<file path="src/rtl/pwm_ctrl_scheduler_pkg.sv">
// Shared types and constants for the PWM controller/scheduler slice.
package pwm_pkg;

  localparam int unsigned CNT_W  = 4;
  localparam int unsigned ADDR_W = 3;

  // Write address that selects the period-top register.
  localparam logic [ADDR_W-1:0] ADDR_TOP = 3'd7;

  // Register values after reset.
  localparam logic [CNT_W-1:0] TOP_RST  = 4'd15;
  localparam logic [CNT_W-1:0] DUTY_RST = 4'd0;

  typedef enum logic [1:0] {
    STOP,
    RUN,
    DRAIN
  } state_t;

  // Identifies which requester holds round-robin priority.
  typedef enum logic {
    REQ_A,
    REQ_B
  } req_t;

endpackage

</file>
<file path="src/rtl/pwm_ctrl_scheduler_if.sv">
// Configuration write port shared by the two requesters (A and B).
interface pwm_ctrl_scheduler_if;
  import pwm_pkg::*;

  logic              VALID_A;
  logic [ADDR_W-1:0] ADDR_A;
  logic [CNT_W-1:0]  DATA_A;
  logic              READY_A;

  logic              VALID_B;
  logic [ADDR_W-1:0] ADDR_B;
  logic [CNT_W-1:0]  DATA_B;
  logic              READY_B;

  // Requester side: both front-ends driven from one place.
  modport master (
    output VALID_A, ADDR_A, DATA_A,
    output VALID_B, ADDR_B, DATA_B,
    input  READY_A, READY_B
  );

  // Controller side.
  modport slave (
    input  VALID_A, ADDR_A, DATA_A,
    input  VALID_B, ADDR_B, DATA_B,
    output READY_A, READY_B
  );

endinterface

</file>
<file path="src/rtl/pwm_ctrl_scheduler_arb.sv">
// Two-requester round-robin arbiter; priority moves only on a completed transfer.
module pwm_rr_arbiter
  import pwm_pkg::*;
(
  input  logic clk,
  input  logic rst,
  input  logic valid_a,
  input  logic valid_b,
  output logic gnt_a,
  output logic gnt_b
);

  req_t prio_q;

  // Grants are combinational; a grant is only ever given to a valid requester,
  // so a grant always completes a transfer on the next edge.
  always_comb begin
    gnt_a = valid_a && (!valid_b || (prio_q == REQ_A));
    gnt_b = valid_b && (!valid_a || (prio_q == REQ_B));
  end

  // Priority passes to the requester that was not just served.
  always_ff @(posedge clk or posedge rst) begin
    if (rst) begin
      prio_q <= REQ_A;
    end else if (gnt_a) begin
      prio_q <= REQ_B;
    end else if (gnt_b) begin
      prio_q <= REQ_A;
    end
  end

endmodule

</file>
<file path="src/rtl/pwm_ctrl_scheduler.sv">
// PWM controller: shadow/active duty and top registers, run/stop FSM,
// counter reset generation and per-channel compare outputs.
module pwm_ctrl_scheduler
  import pwm_pkg::*;
#(
  parameter int unsigned NCH = 4
) (
  input  logic                 CLoK,
  input  logic                 Reset,
  input  logic                 EN,
  input  logic [CNT_W-1:0]     CNTR,
  output logic                 CNT_RST,
  pwm_ctrl_scheduler_if.slave  cfg,
  output logic [NCH-1:0]       PWM,
  output logic                 BOUNDARY
);

  state_t state_q, state_d;

  logic [CNT_W-1:0] sh_duty  [NCH];
  logic [CNT_W-1:0] act_duty [NCH];
  logic [CNT_W-1:0] sh_top;
  logic [CNT_W-1:0] act_top;

  logic              gnt_a, gnt_b;
  logic              wr_en;
  logic [ADDR_W-1:0] wr_addr;
  logic [CNT_W-1:0]  wr_data;

  logic at_top;
  logic running;
  logic copy_en;

  pwm_rr_arbiter u_arb (
    .clk     (CLoK),
    .rst     (Reset),
    .valid_a (cfg.VALID_A),
    .valid_b (cfg.VALID_B),
    .gnt_a   (gnt_a),
    .gnt_b   (gnt_b)
  );

  assign cfg.READY_A = gnt_a;
  assign cfg.READY_B = gnt_b;

  // Select the granted requester's write onto the single register port.
  always_comb begin
    wr_en   = gnt_a || gnt_b;
    wr_addr = gnt_a ? cfg.ADDR_A : cfg.ADDR_B;
    wr_data = gnt_a ? cfg.DATA_A : cfg.DATA_B;
  end

  // Shadow registers: requester writes land here in any state.
  always_ff @(posedge CLoK or posedge Reset) begin
    if (Reset) begin
      sh_top <= TOP_RST;
      for (int unsigned i = 0; i < NCH; i++) begin
        sh_duty[i] <= DUTY_RST;
      end
    end else if (wr_en) begin
      if (wr_addr == ADDR_TOP) begin
        sh_top <= wr_data;
      end
      for (int unsigned i = 0; i < NCH; i++) begin
        if (wr_addr == ADDR_W'(i)) begin
          sh_duty[i] <= wr_data;
        end
      end
    end
  end

  // Active registers: loaded from shadow only at start or at a period boundary,
  // so a write on the same edge is seen one period later.
  always_ff @(posedge CLoK or posedge Reset) begin
    if (Reset) begin
      act_top <= TOP_RST;
      for (int unsigned i = 0; i < NCH; i++) begin
        act_duty[i] <= DUTY_RST;
      end
    end else if (copy_en) begin
      act_top  <= sh_top;
      act_duty <= sh_duty;
    end
  end

  // Run/stop state register.
  always_ff @(posedge CLoK or posedge Reset) begin
    if (Reset) begin
      state_q <= STOP;
    end else begin
      state_q <= state_d;
    end
  end

  assign at_top = (CNTR == act_top);

  // Next state, counter reset, boundary flag and register-copy strobe.
  // RUN and DRAIN share one branch: DRAIN is simply "running with EN low",
  // so EN returning high resumes RUN without disturbing the current period.
  always_comb begin
    state_d  = state_q;
    copy_en  = 1'b0;
    CNT_RST  = 1'b1;
    BOUNDARY = 1'b0;
    running  = 1'b0;
    unique case (state_q)
      STOP: begin
        if (EN) begin
          state_d = RUN;
          copy_en = 1'b1;
        end
      end
      RUN, DRAIN: begin
        running  = 1'b1;
        CNT_RST  = at_top;
        BOUNDARY = at_top;
        if (EN) begin
          state_d = RUN;
          copy_en = at_top;
        end else if (at_top) begin
          state_d = STOP;
        end else begin
          state_d = DRAIN;
        end
      end
      default: begin
        state_d = STOP;
      end
    endcase
  end

  // Per-channel compare against the live counter value.
  always_comb begin
    PWM = '0;
    for (int unsigned i = 0; i < NCH; i++) begin
      PWM[i] = running && (CNTR < act_duty[i]);
    end
  end

endmodule

</file>
<file path="src/flat_wrapper.sv">
// flat-port wrapper written by rule: the top's interface ports become plain ports
module pwm_ctrl_scheduler_flat import pwm_pkg::*;
#(
  parameter int unsigned NCH = 4
)
  (CLoK, Reset, EN, CNTR, CNT_RST, PWM, BOUNDARY, cfg_VALID_A, cfg_ADDR_A, cfg_DATA_A, cfg_VALID_B, cfg_ADDR_B, cfg_DATA_B, cfg_READY_A, cfg_READY_B);
  pwm_ctrl_scheduler_if cfg_i ();
  input  logic CLoK;
  input  logic Reset;
  input  logic EN;
  input  logic [CNT_W-1:0] CNTR;
  output logic CNT_RST;
  output logic [NCH-1:0] PWM;
  output logic BOUNDARY;
  input wire logic [$bits(cfg_i.VALID_A)-1:0] cfg_VALID_A;
  input wire logic [$bits(cfg_i.ADDR_A)-1:0] cfg_ADDR_A;
  input wire logic [$bits(cfg_i.DATA_A)-1:0] cfg_DATA_A;
  input wire logic [$bits(cfg_i.VALID_B)-1:0] cfg_VALID_B;
  input wire logic [$bits(cfg_i.ADDR_B)-1:0] cfg_ADDR_B;
  input wire logic [$bits(cfg_i.DATA_B)-1:0] cfg_DATA_B;
  output wire logic [$bits(cfg_i.READY_A)-1:0] cfg_READY_A;
  output wire logic [$bits(cfg_i.READY_B)-1:0] cfg_READY_B;
  assign cfg_i.VALID_A = cfg_VALID_A;
  assign cfg_i.ADDR_A = cfg_ADDR_A;
  assign cfg_i.DATA_A = cfg_DATA_A;
  assign cfg_i.VALID_B = cfg_VALID_B;
  assign cfg_i.ADDR_B = cfg_ADDR_B;
  assign cfg_i.DATA_B = cfg_DATA_B;
  assign cfg_READY_A = cfg_i.READY_A;
  assign cfg_READY_B = cfg_i.READY_B;
  pwm_ctrl_scheduler #(.NCH(NCH)) u_core (.CLoK(CLoK), .Reset(Reset), .EN(EN), .CNTR(CNTR), .CNT_RST(CNT_RST), .cfg(cfg_i), .PWM(PWM), .BOUNDARY(BOUNDARY));
endmodule
</file>
<file path="config.mk">
export PLATFORM = sky130hd
export DESIGN_NAME = pwm_ctrl_scheduler_flat
export DESIGN_NICKNAME = d
export VERILOG_FILES = /design/src/rtl/pwm_ctrl_scheduler_pkg.sv /design/src/rtl/pwm_ctrl_scheduler_if.sv /design/src/rtl/pwm_ctrl_scheduler_arb.sv /design/src/rtl/pwm_ctrl_scheduler.sv /design/src/flat_wrapper.sv
export SDC_FILE = /design/constraint.sdc
export NUM_CORES = 1
export LEC_CHECK = 0
export ABC_AREA = 1
export CORE_MARGIN = 2
export CORE_UTILIZATION = 54
export CTS_CLUSTER_DIAMETER = 60
export DETAILED_ROUTE_END_ITERATION = 6
export HOLD_SLACK_MARGIN = 0.1
export PLACE_DENSITY = 0.79
export SLEW_MARGIN = 20
export SYNTH_ARGS = -nofsm -noshare
export SYNTH_HDL_FRONTEND = slang
export SYNTH_SLANG_ARGS = --single-unit
</file>
<file path="constraint.sdc">
create_clock -name CLoK -period 1.6 [get_ports CLoK]
set_input_delay 0.24 -clock CLoK [delete_from_list [all_inputs] [get_ports CLoK]]
set_output_delay 0.24 -clock CLoK [all_outputs]
set_load 0.005 [all_outputs]
</file>
==> results by group, run 1 <==
Status
  – Run status: finished, violations left
  – Violations in the final reports: setup timing

Logic synthesis
  – Synth Net Count: 317
  – Syn Area/Cell: 8.20 sq um
  – Yosys warnings: 0
  – Main area contributors after synthesis: sky130_fd_sc_hd__dfrtp_1 (38%), sky130_fd_sc_hd__nand2_1 (15%), sky130_fd_sc_hd__dfstp_2 (9.2%)
  – Most frequent cell after synthesis: sky130_fd_sc_hd__nand2_1
  – Count of cell types in the netlist: 23
  – Area share of the leading cell type in the synthesized netlist: 38.2%
  – Post-synth ARST share: 100%
  – Fraction of synthesized area in multiplexers: 1.74%
  – Library cell occupying the most area in the post-synthesis netlist: sky130_fd_sc_hd__dfrtp_1
  – Post-synthesis instance total: 280
  – Commonest cells post-synth: sky130_fd_sc_hd__nand2_1 (93), sky130_fd_sc_hd__dfrtp_1 (35), sky130_fd_sc_hd__inv_1 (31)
  – Post-synth EDFFs: 0
  – Largest family of logic cells by synthesized area: simple AND/OR/NAND/NOR gates
  – Number of synthesized register bits: 43
  – Area fraction in compound gates after synthesis: 9.60%
  – Adder-cell share of the synthesized area: 7.63%
  – Netlist area before placement: 2290 sq um
  – Xor and xnor area share after synthesis: 0%
  – Basic-gate share of the synthesized area counting and, or, nand and nor cells: 25.8%
  – Share of the yosys chip area belonging to registers: 47.3%
  – Commonest register cell after synthesis: sky130_fd_sc_hd__dfrtp_1

Placement
  – Number of placed cells counting well taps: 373
  – Detailed Place HPWL: 3490 um
  – Routability Congestion: 0.803
  – Quantity of I/O buffers inserted on ports: 30

Worst setup path
  – Flop-to-flop setup slack: -0.31 ns
  – Worst EP required: 1.83 ns
  – Slowest cell delay on critical path: 0.60 ns
  – CP Launch Type: flop
  – Cells along the critical path: inv_2, nand2_2, nand2_2, nor2_4, nand3_2, buf_6, nand2_8, buf_12, buf_12, buf_16, nand3_2, nand2_2
  – Critical Path Most Common Cell: sky130_fd_sc_hd__nand2_2
  – Worst Path Class, Setup: flop to flop
  – Max FO, Critical Path: 5
  – Reg2reg end: u_core.act_top[0]
  – Crit path capture type: flop
  – FF-to-FF Start: u_core.act_top[0]
  – Data arrival time at the worst-slack endpoint: 2.14 ns
  – CP max stage cell: sky130_fd_sc_hd__dfstp_2
  – Path depth of the worst reg2reg path: 12

Layout
  – Fin cells: 409
  – Share of the core filled with cells: 88.4%
  – Antenna diodes: 0
  – Fraction of layout cells with a size suffix above 1: 45.1%
  – Area Overhead vs Synth: 56.4%
  – Layout Nets: 395

Pwr
  – Switching share of total power: 42.1%
  – Net Sw Power: 2.81 mW
  – Sequential share of power: 29.0%
  – Logic pwr share: 61.0%
  – Internal power component: 3.87 mW
  – Overall power of the completed layout: 6.68 mW
  – Power per cell area: 1860 nW/um^2
  – Static Leakage: 1.74 nW
  – Clock share of power: 10.0%
  – Peak ir drop on the vdd network: 0.796 mV

Detailed routing
  – DR WL/cell: 21.5 um
  – Final Routed Wirelength: 8800 um
  – Iteration-0 DRC Markers: 244
  – Drt pass-1 iters: 5
  – Overall via count from detail_route: 2442
  – Antenna viol nets, final: 0
  – Via density per instance: 5.97
  – DRC violation count after routing: 0

CTS
  – Level count of the clock H-tree: 2
  – Maximum clock path buffer count: 2
  – Clock Latency Late Sink: 0.29 ns
  – Clock root buffer: sky130_fd_sc_hd__clkbuf_8
  – Number of hold buffers added after CTS: 0
  – Num Clock Sinks: 43
  – Number of buffers created by CTS: 5
  – Clock tree from TritonCTS: yes
  – Clock-pin slew of the registers on the worst-case setup and hold paths: 0.08 ns

Floorplanning
  – Num ports: 31
  – Initial core utilization: 56.6%
  – Chip width: 69.2 um
  – Die Ht: 69.2 um
  – # rows: 23
  – Die area: 4790 sq um
  – Core outline area: 4060 sq um

Global route
  – Pin count of the biggest net entering global routing: 44
  – GR Overflow Total: 0
  – Global-route wire length before repair: 11500 um
  – Initial antenna violation count: 0
  – GRT Total Usage: 30.5%
  – Vias in the first global route: 2374

Timing
  – Fmax: 524 MHz
  – Max Clock Skew: 0.0127 ns
  – Transition time at the pin with the least slew margin: 0.405 ns
  – Setup Total Neg Slack: -6.40 ns
  – Clock period minus final worst setup slack: 1.91 ns
  – Worst slew slack as a fraction of its limit: 72.9%
  – Max-slew violation total from the final report: 0
  – Final number of setup-violating endpoints: 26
  – Worst hold margin: 0.318 ns
  – Setup repair after global routing missed its margin: yes
  – Fin crit share: 119%
  – Fin. Hold Viols: 0
  – PnR worst setup slack: -0.308 ns

Worst hold path
  – Hold Crit Class: input port to async pin

Flow run
  – Max-cap violation count: 0
cell type report:
cell class	count	area, sq um
multi-input combinational	200	1450
fill	176	469
tap	50	62.6
clock buffer	7	76.3
inverter	33	124
sequential	43	1090
clock inverter	1	5.00
timing repair buffer	75	783
flip-flops by register name, indices dropped and copies added (netlist names):
| signal | cells |
|---|---|
| u_core.act_duty | 16 |
| u_core.sh_duty | 16 |
| u_core.act_top | 4 |
| u_core.sh_top | 4 |
| u_core.state_q | 2 |
| u_core.u_arb.prio_q | 1 |
cell usage in the layout (no fill, tap or decap), drive strengths merged:
| cell | instances |
|---|---|
| dfrtp | 35 |
| dfstp | 8 |
| o32ai | 1 |
| o31ai | 1 |
| clkbuf | 9 |
| nand3 | 21 |
| clkdlybuf4s50 | 17 |
| ha | 14 |
| dlymetal6s2s | 1 |
| nand2 | 106 |
| nand3b | 1 |
| clkinv | 1 |
| o21ai | 28 |
| dlygate4sd2 | 4 |
| nor2 | 15 |
| a21oi | 9 |
| mux2i | 4 |
| inv | 33 |
| buf | 51 |
how the worst max path moves through the flow:
stage	from	end	slack [ns]
after floorplan	u_core.act_top[1]	u_core.act_duty[0]	0.25
after global placement	CNTR[3]	PWM[3]	-0.59
after detailed placement	CNTR[3]	PWM[3]	-0.62
after CTS	u_core.act_duty[15]	PWM[0]	-0.10
after global routing	u_core.act_top[0]	u_core.act_top[0]	-0.30
final	u_core.act_top[0]	u_core.act_top[0]	-0.31
timing repair:
| action | in CTS | in global routing |
|---|---|---|
| buffers inserted | 15 | 9 |
| pin swaps | 30 | 23 |
| gates resized for setup | 68 | 65 |
| hold endpoints to repair | 0 | 0 |
| gates cloned | 5 | 1 |
| endpoints found under the setup margin | 28 | 26 |
worst max-delay path, delay by kind of cell, from the launching register on:
kind | cells | cell delay (ns)
flip-flops | 1 | 0.60
AND/OR/NAND/NOR | 7 | 0.67
buffers and inverters | 5 | 0.56
power groups by stage:
stage	clock network [mW]	registers, mW	logic, mW
after floorplan	0	1.71	1.19
after global placement	0	1.76	1.76
after detailed placement	0	1.78	1.84
after CTS	0.643	1.79	3.14
after global routing	0.723	1.95	4.24
final	0.666	1.94	4.07
cells by family (layout without fill, tap and decap cells):
| kind of cell | count (synthesis) | after routing |
|---|---|---|
| adder cells (fa/ha/maj) | 14 | 14 |
| AND/OR/NAND/NOR | 140 | 143 |
| buffers and inverters | 40 | 116 |
| multiplexers | 4 | 4 |
| flip-flops | 43 | 43 |
| AO/OA/AOI/OAI | 39 | 39 |
metrics by stage:
| step | instance area, sq um | worst slack [ns] |
|---|---|---|
| floorplan | 2290 | 0.249 |
| global placement | 2790 | -0.588 |
| detailed placement | 2790 | -0.623 |
| CTS | 3310 | -0.101 |
| global route | 3590 | -0.297 |
| finish | 3590 | -0.308 |
layer usage:
layer	GRT usage (%)	vias up	share of wire, %
met1	34.0	1140	37
met2	55.4	178	47
li1	-	1053	-
met4	14.4	0	7.6
met5	0	-	0
met3	6.25	71	8.7
(Power assumes the default switching activity.)
==> inputs of run 2 (changes only) <==
--- a/config.mk
+++ b/config.mk
@@ -12,7 +12,6 @@
 export DETAILED_ROUTE_END_ITERATION = 6
 export HOLD_SLACK_MARGIN = 0.1
 export PLACE_DENSITY = 0.79
-export SLEW_MARGIN = 20
 export SYNTH_ARGS = -nofsm -noshare
 export SYNTH_HDL_FRONTEND = slang
 export SYNTH_SLANG_ARGS = --single-unit
==> results of run 2 <==
Final layout, timing and power as in run 1 (identical DEF).
==> inputs of run 3 (changes only) <==
--- a/config.mk
+++ b/config.mk
@@ -7,11 +7,12 @@
 export LEC_CHECK = 0
 export ABC_AREA = 1
 export CORE_MARGIN = 2
-export CORE_UTILIZATION = 54
+export CORE_UTILIZATION = 57
+export CTS_BUF_LIST = sky130_fd_sc_hd__clkbuf_8
 export CTS_CLUSTER_DIAMETER = 60
 export DETAILED_ROUTE_END_ITERATION = 6
 export HOLD_SLACK_MARGIN = 0.1
-export PLACE_DENSITY = 0.79
+export PLACE_DENSITY = 0.82
 export SYNTH_ARGS = -nofsm -noshare
 export SYNTH_HDL_FRONTEND = slang
 export SYNTH_SLANG_ARGS = --single-unit
==> run 3 against run 2 <==
The run still ends with setup timing left. Clock skew grew 0.0053 ns. Sequential power is essentially flat. Clock power grew 3.9%. Die area shrank 5.0%. Sequential cell count is the same. First-iteration DRC count grew 23%. Maximum frequency shrank 2.4%. Largest power group unchanged.
==> results by group, run 3 (same netlist as run 1, synthesis figures left out) <==
Worst setup path
  – Max FO, Critical Path: 2
  – CP Launch Type: flop
  – Worst Path Class, Setup: flop to output pin
  – Crit path capture type: output pin
  – Data arrival time at the worst-slack endpoint: 1.71 ns
  – Worst EP required: 1.36 ns

Detailed routing
  – DRC violation count after routing: 0
  – Overall via count from detail_route: 2515
  – Via density per instance: 6.18
  – DR WL/cell: 23.0 um
  – Final Routed Wirelength: 9370 um
  – Drt pass-1 iters: 5
  – Iteration-0 DRC Markers: 301
  – Antenna viol nets, final: 0

Global route
  – Initial antenna violation count: 0
  – Pin count of the biggest net entering global routing: 44
  – GRT Total Usage: 37.4%
  – Global-route wire length before repair: 12000 um
  – GR Overflow Total: 0
  – Vias in the first global route: 2417

Layout
  – Area Overhead vs Synth: 54.9%
  – Antenna diodes: 0
  – Fraction of layout cells with a size suffix above 1: 43.1%
  – Most frequent standard cell in the layout excluding fill and tap cells: sky130_fd_sc_hd__nand2_1
  – Layout Nets: 393
  – Largest regs: u_core.act_duty x16, u_core.sh_duty x16
  – Highest-count cells in the layout ignoring fill and taps: sky130_fd_sc_hd__nand2_1 (59), sky130_fd_sc_hd__dfrtp_1 (35), sky130_fd_sc_hd__nand2_2 (29), sky130_fd_sc_hd__buf_4 (29), sky130_fd_sc_hd__inv_1 (27)
  – Post-route cell area: 3550 sq um

CTS
  – Num Clock Sinks: 43
  – Clock tree from TritonCTS: yes
  – Maximum clock path buffer count: 2
  – Number of buffers created by CTS: 5
  – Level count of the clock H-tree: 2
  – Clock root buffer: sky130_fd_sc_hd__clkbuf_8
  – Number of hold buffers added after CTS: 0
  – Clock-pin slew of the registers on the worst-case setup and hold paths: 0.10 ns
  – Clock Latency Late Sink: 0.31 ns

Floorplanning
  – # rows: 23
  – Core outline area: 3940 sq um
  – Num ports: 31
  – Die Ht: 67.5 um
  – Initial core utilization: 58.2%
  – Die area: 4550 sq um
  – Chip width: 67.5 um

Status
  – Violations in the final reports: setup timing
  – Run status: finished, violations left

Timing
  – Fin crit share: 122%
  – PnR worst setup slack: -0.355 ns
  – Fmax: 512 MHz
  – Worst slew slack as a fraction of its limit: 57.7%
  – Transition time at the pin with the least slew margin: 0.629 ns
  – Setup repair after global routing missed its margin: yes
  – Max-slew violation total from the final report: 0
  – Fin. Hold Viols: 0
  – Clock period minus final worst setup slack: 1.95 ns
  – Final number of setup-violating endpoints: 28
  – Max Clock Skew: 0.0180 ns

Flow run
  – Max-cap violation count: 0

Pwr
  – Overall power of the completed layout: 6.68 mW
  – Power per cell area: 1880 nW/um^2
  – Peak ir drop on the vdd network: 0.875 mV
  – Static Leakage: 1.76 nW

Placement
  – Quantity of I/O buffers inserted on ports: 30
  – Routability Congestion: 0.721
  – Post-placement cell area: 2800 sq um
  – Detailed Place HPWL: 3540 um

Worst hold path
  – Hold Crit Class: input port to async pin
## run 3: cell type report
cell class / instances / area [sq um]
clock inverters: 3 / 12.5
well taps: 50 / 62.6
fillers: 156 / 388
inverters: 33 / 130
flip-flops and latches: 43 / 1090
clock buffers: 5 / 68.8
repair buffers: 73 / 731
multi-input cells: 200 / 1460
## run 3: repair_timing
| item | 4_1_cts | 5_1_grt |
|---|---|---|
| gates cloned | 6 | 0 |
| setup buffers | 17 | 7 |
| endpoints found under the setup margin | 28 | 42 |
| resized for setup | 79 | 67 |
| pin swaps | 19 | 21 |
## run 3: path summary, 6_finish.rpt
kind,startpoint,end,slack (ns),cells after the start
min in group CLoK,u_core.sh_duty[11],u_core.sh_duty[11],0.51,2
max,u_core.act_top[2],CNT_RST,-0.35,8
min,Reset,u_core.act_duty[0],0.28,3
min reg2reg,u_core.sh_duty[11],u_core.sh_duty[11],0.51,2
max reg2reg,u_core.act_top[2],u_core.act_duty[13],-0.34,12
max in group asynchronous,Reset,u_core.sh_top[0],1.04,3
## run 3: critical path, cell delays in order, from the launching register on
cell and delay, ns:
sky130_fd_sc_hd__dfstp_2 0.56, sky130_fd_sc_hd__buf_4 0.15, sky130_fd_sc_hd__nand2_2 0.11, sky130_fd_sc_hd__nand2_2 0.16, sky130_fd_sc_hd__nor2_4 0.07, sky130_fd_sc_hd__buf_6 0.12, sky130_fd_sc_hd__nand2_4 0.06, sky130_fd_sc_hd__nand2_4 0.06
sky130_fd_sc_hd__buf_6 0.11
## run 3: layer usage
layer  GRT usage (%)  vias to the layer above  share of wire (%)
met5               0                        -                  0
met4            25.0                        0                8.2
met3            14.7                       86                 12
met2            61.0                      211                 47
met1            40.0                     1172                 33
li1                -                     1046                  -
## run 3: report_power, final
| group | total, mW | internal, mW | switching, mW | leakage (nW) |
|---|---|---|---|---|
| Sequential | 1.94 | 1.54 | 0.399 | 0.526 |
| Combinational | 4.05 | 1.87 | 2.18 | 1.19 |
| Clock | 0.692 | 0.295 | 0.397 | 0.0505 |
| Total | 6.68 | 3.70 | 2.98 | 1.76 |
## run 3: stage by stage
step	hold WS, ns	std cells	util, %	TNS, ns	setup slack, ns
after floorplan	0.338	280	-	0	0.249
after global placement	0.457	375	71.1	-13.94	-0.587
after detailed placement	0.460	375	71.1	-17.68	-0.647
after CTS	0.310	404	84.5	-1.72	-0.123
after global routing	0.333	407	90.2	-8.24	-0.410
final	0.280	407	90.2	-7.32	-0.355
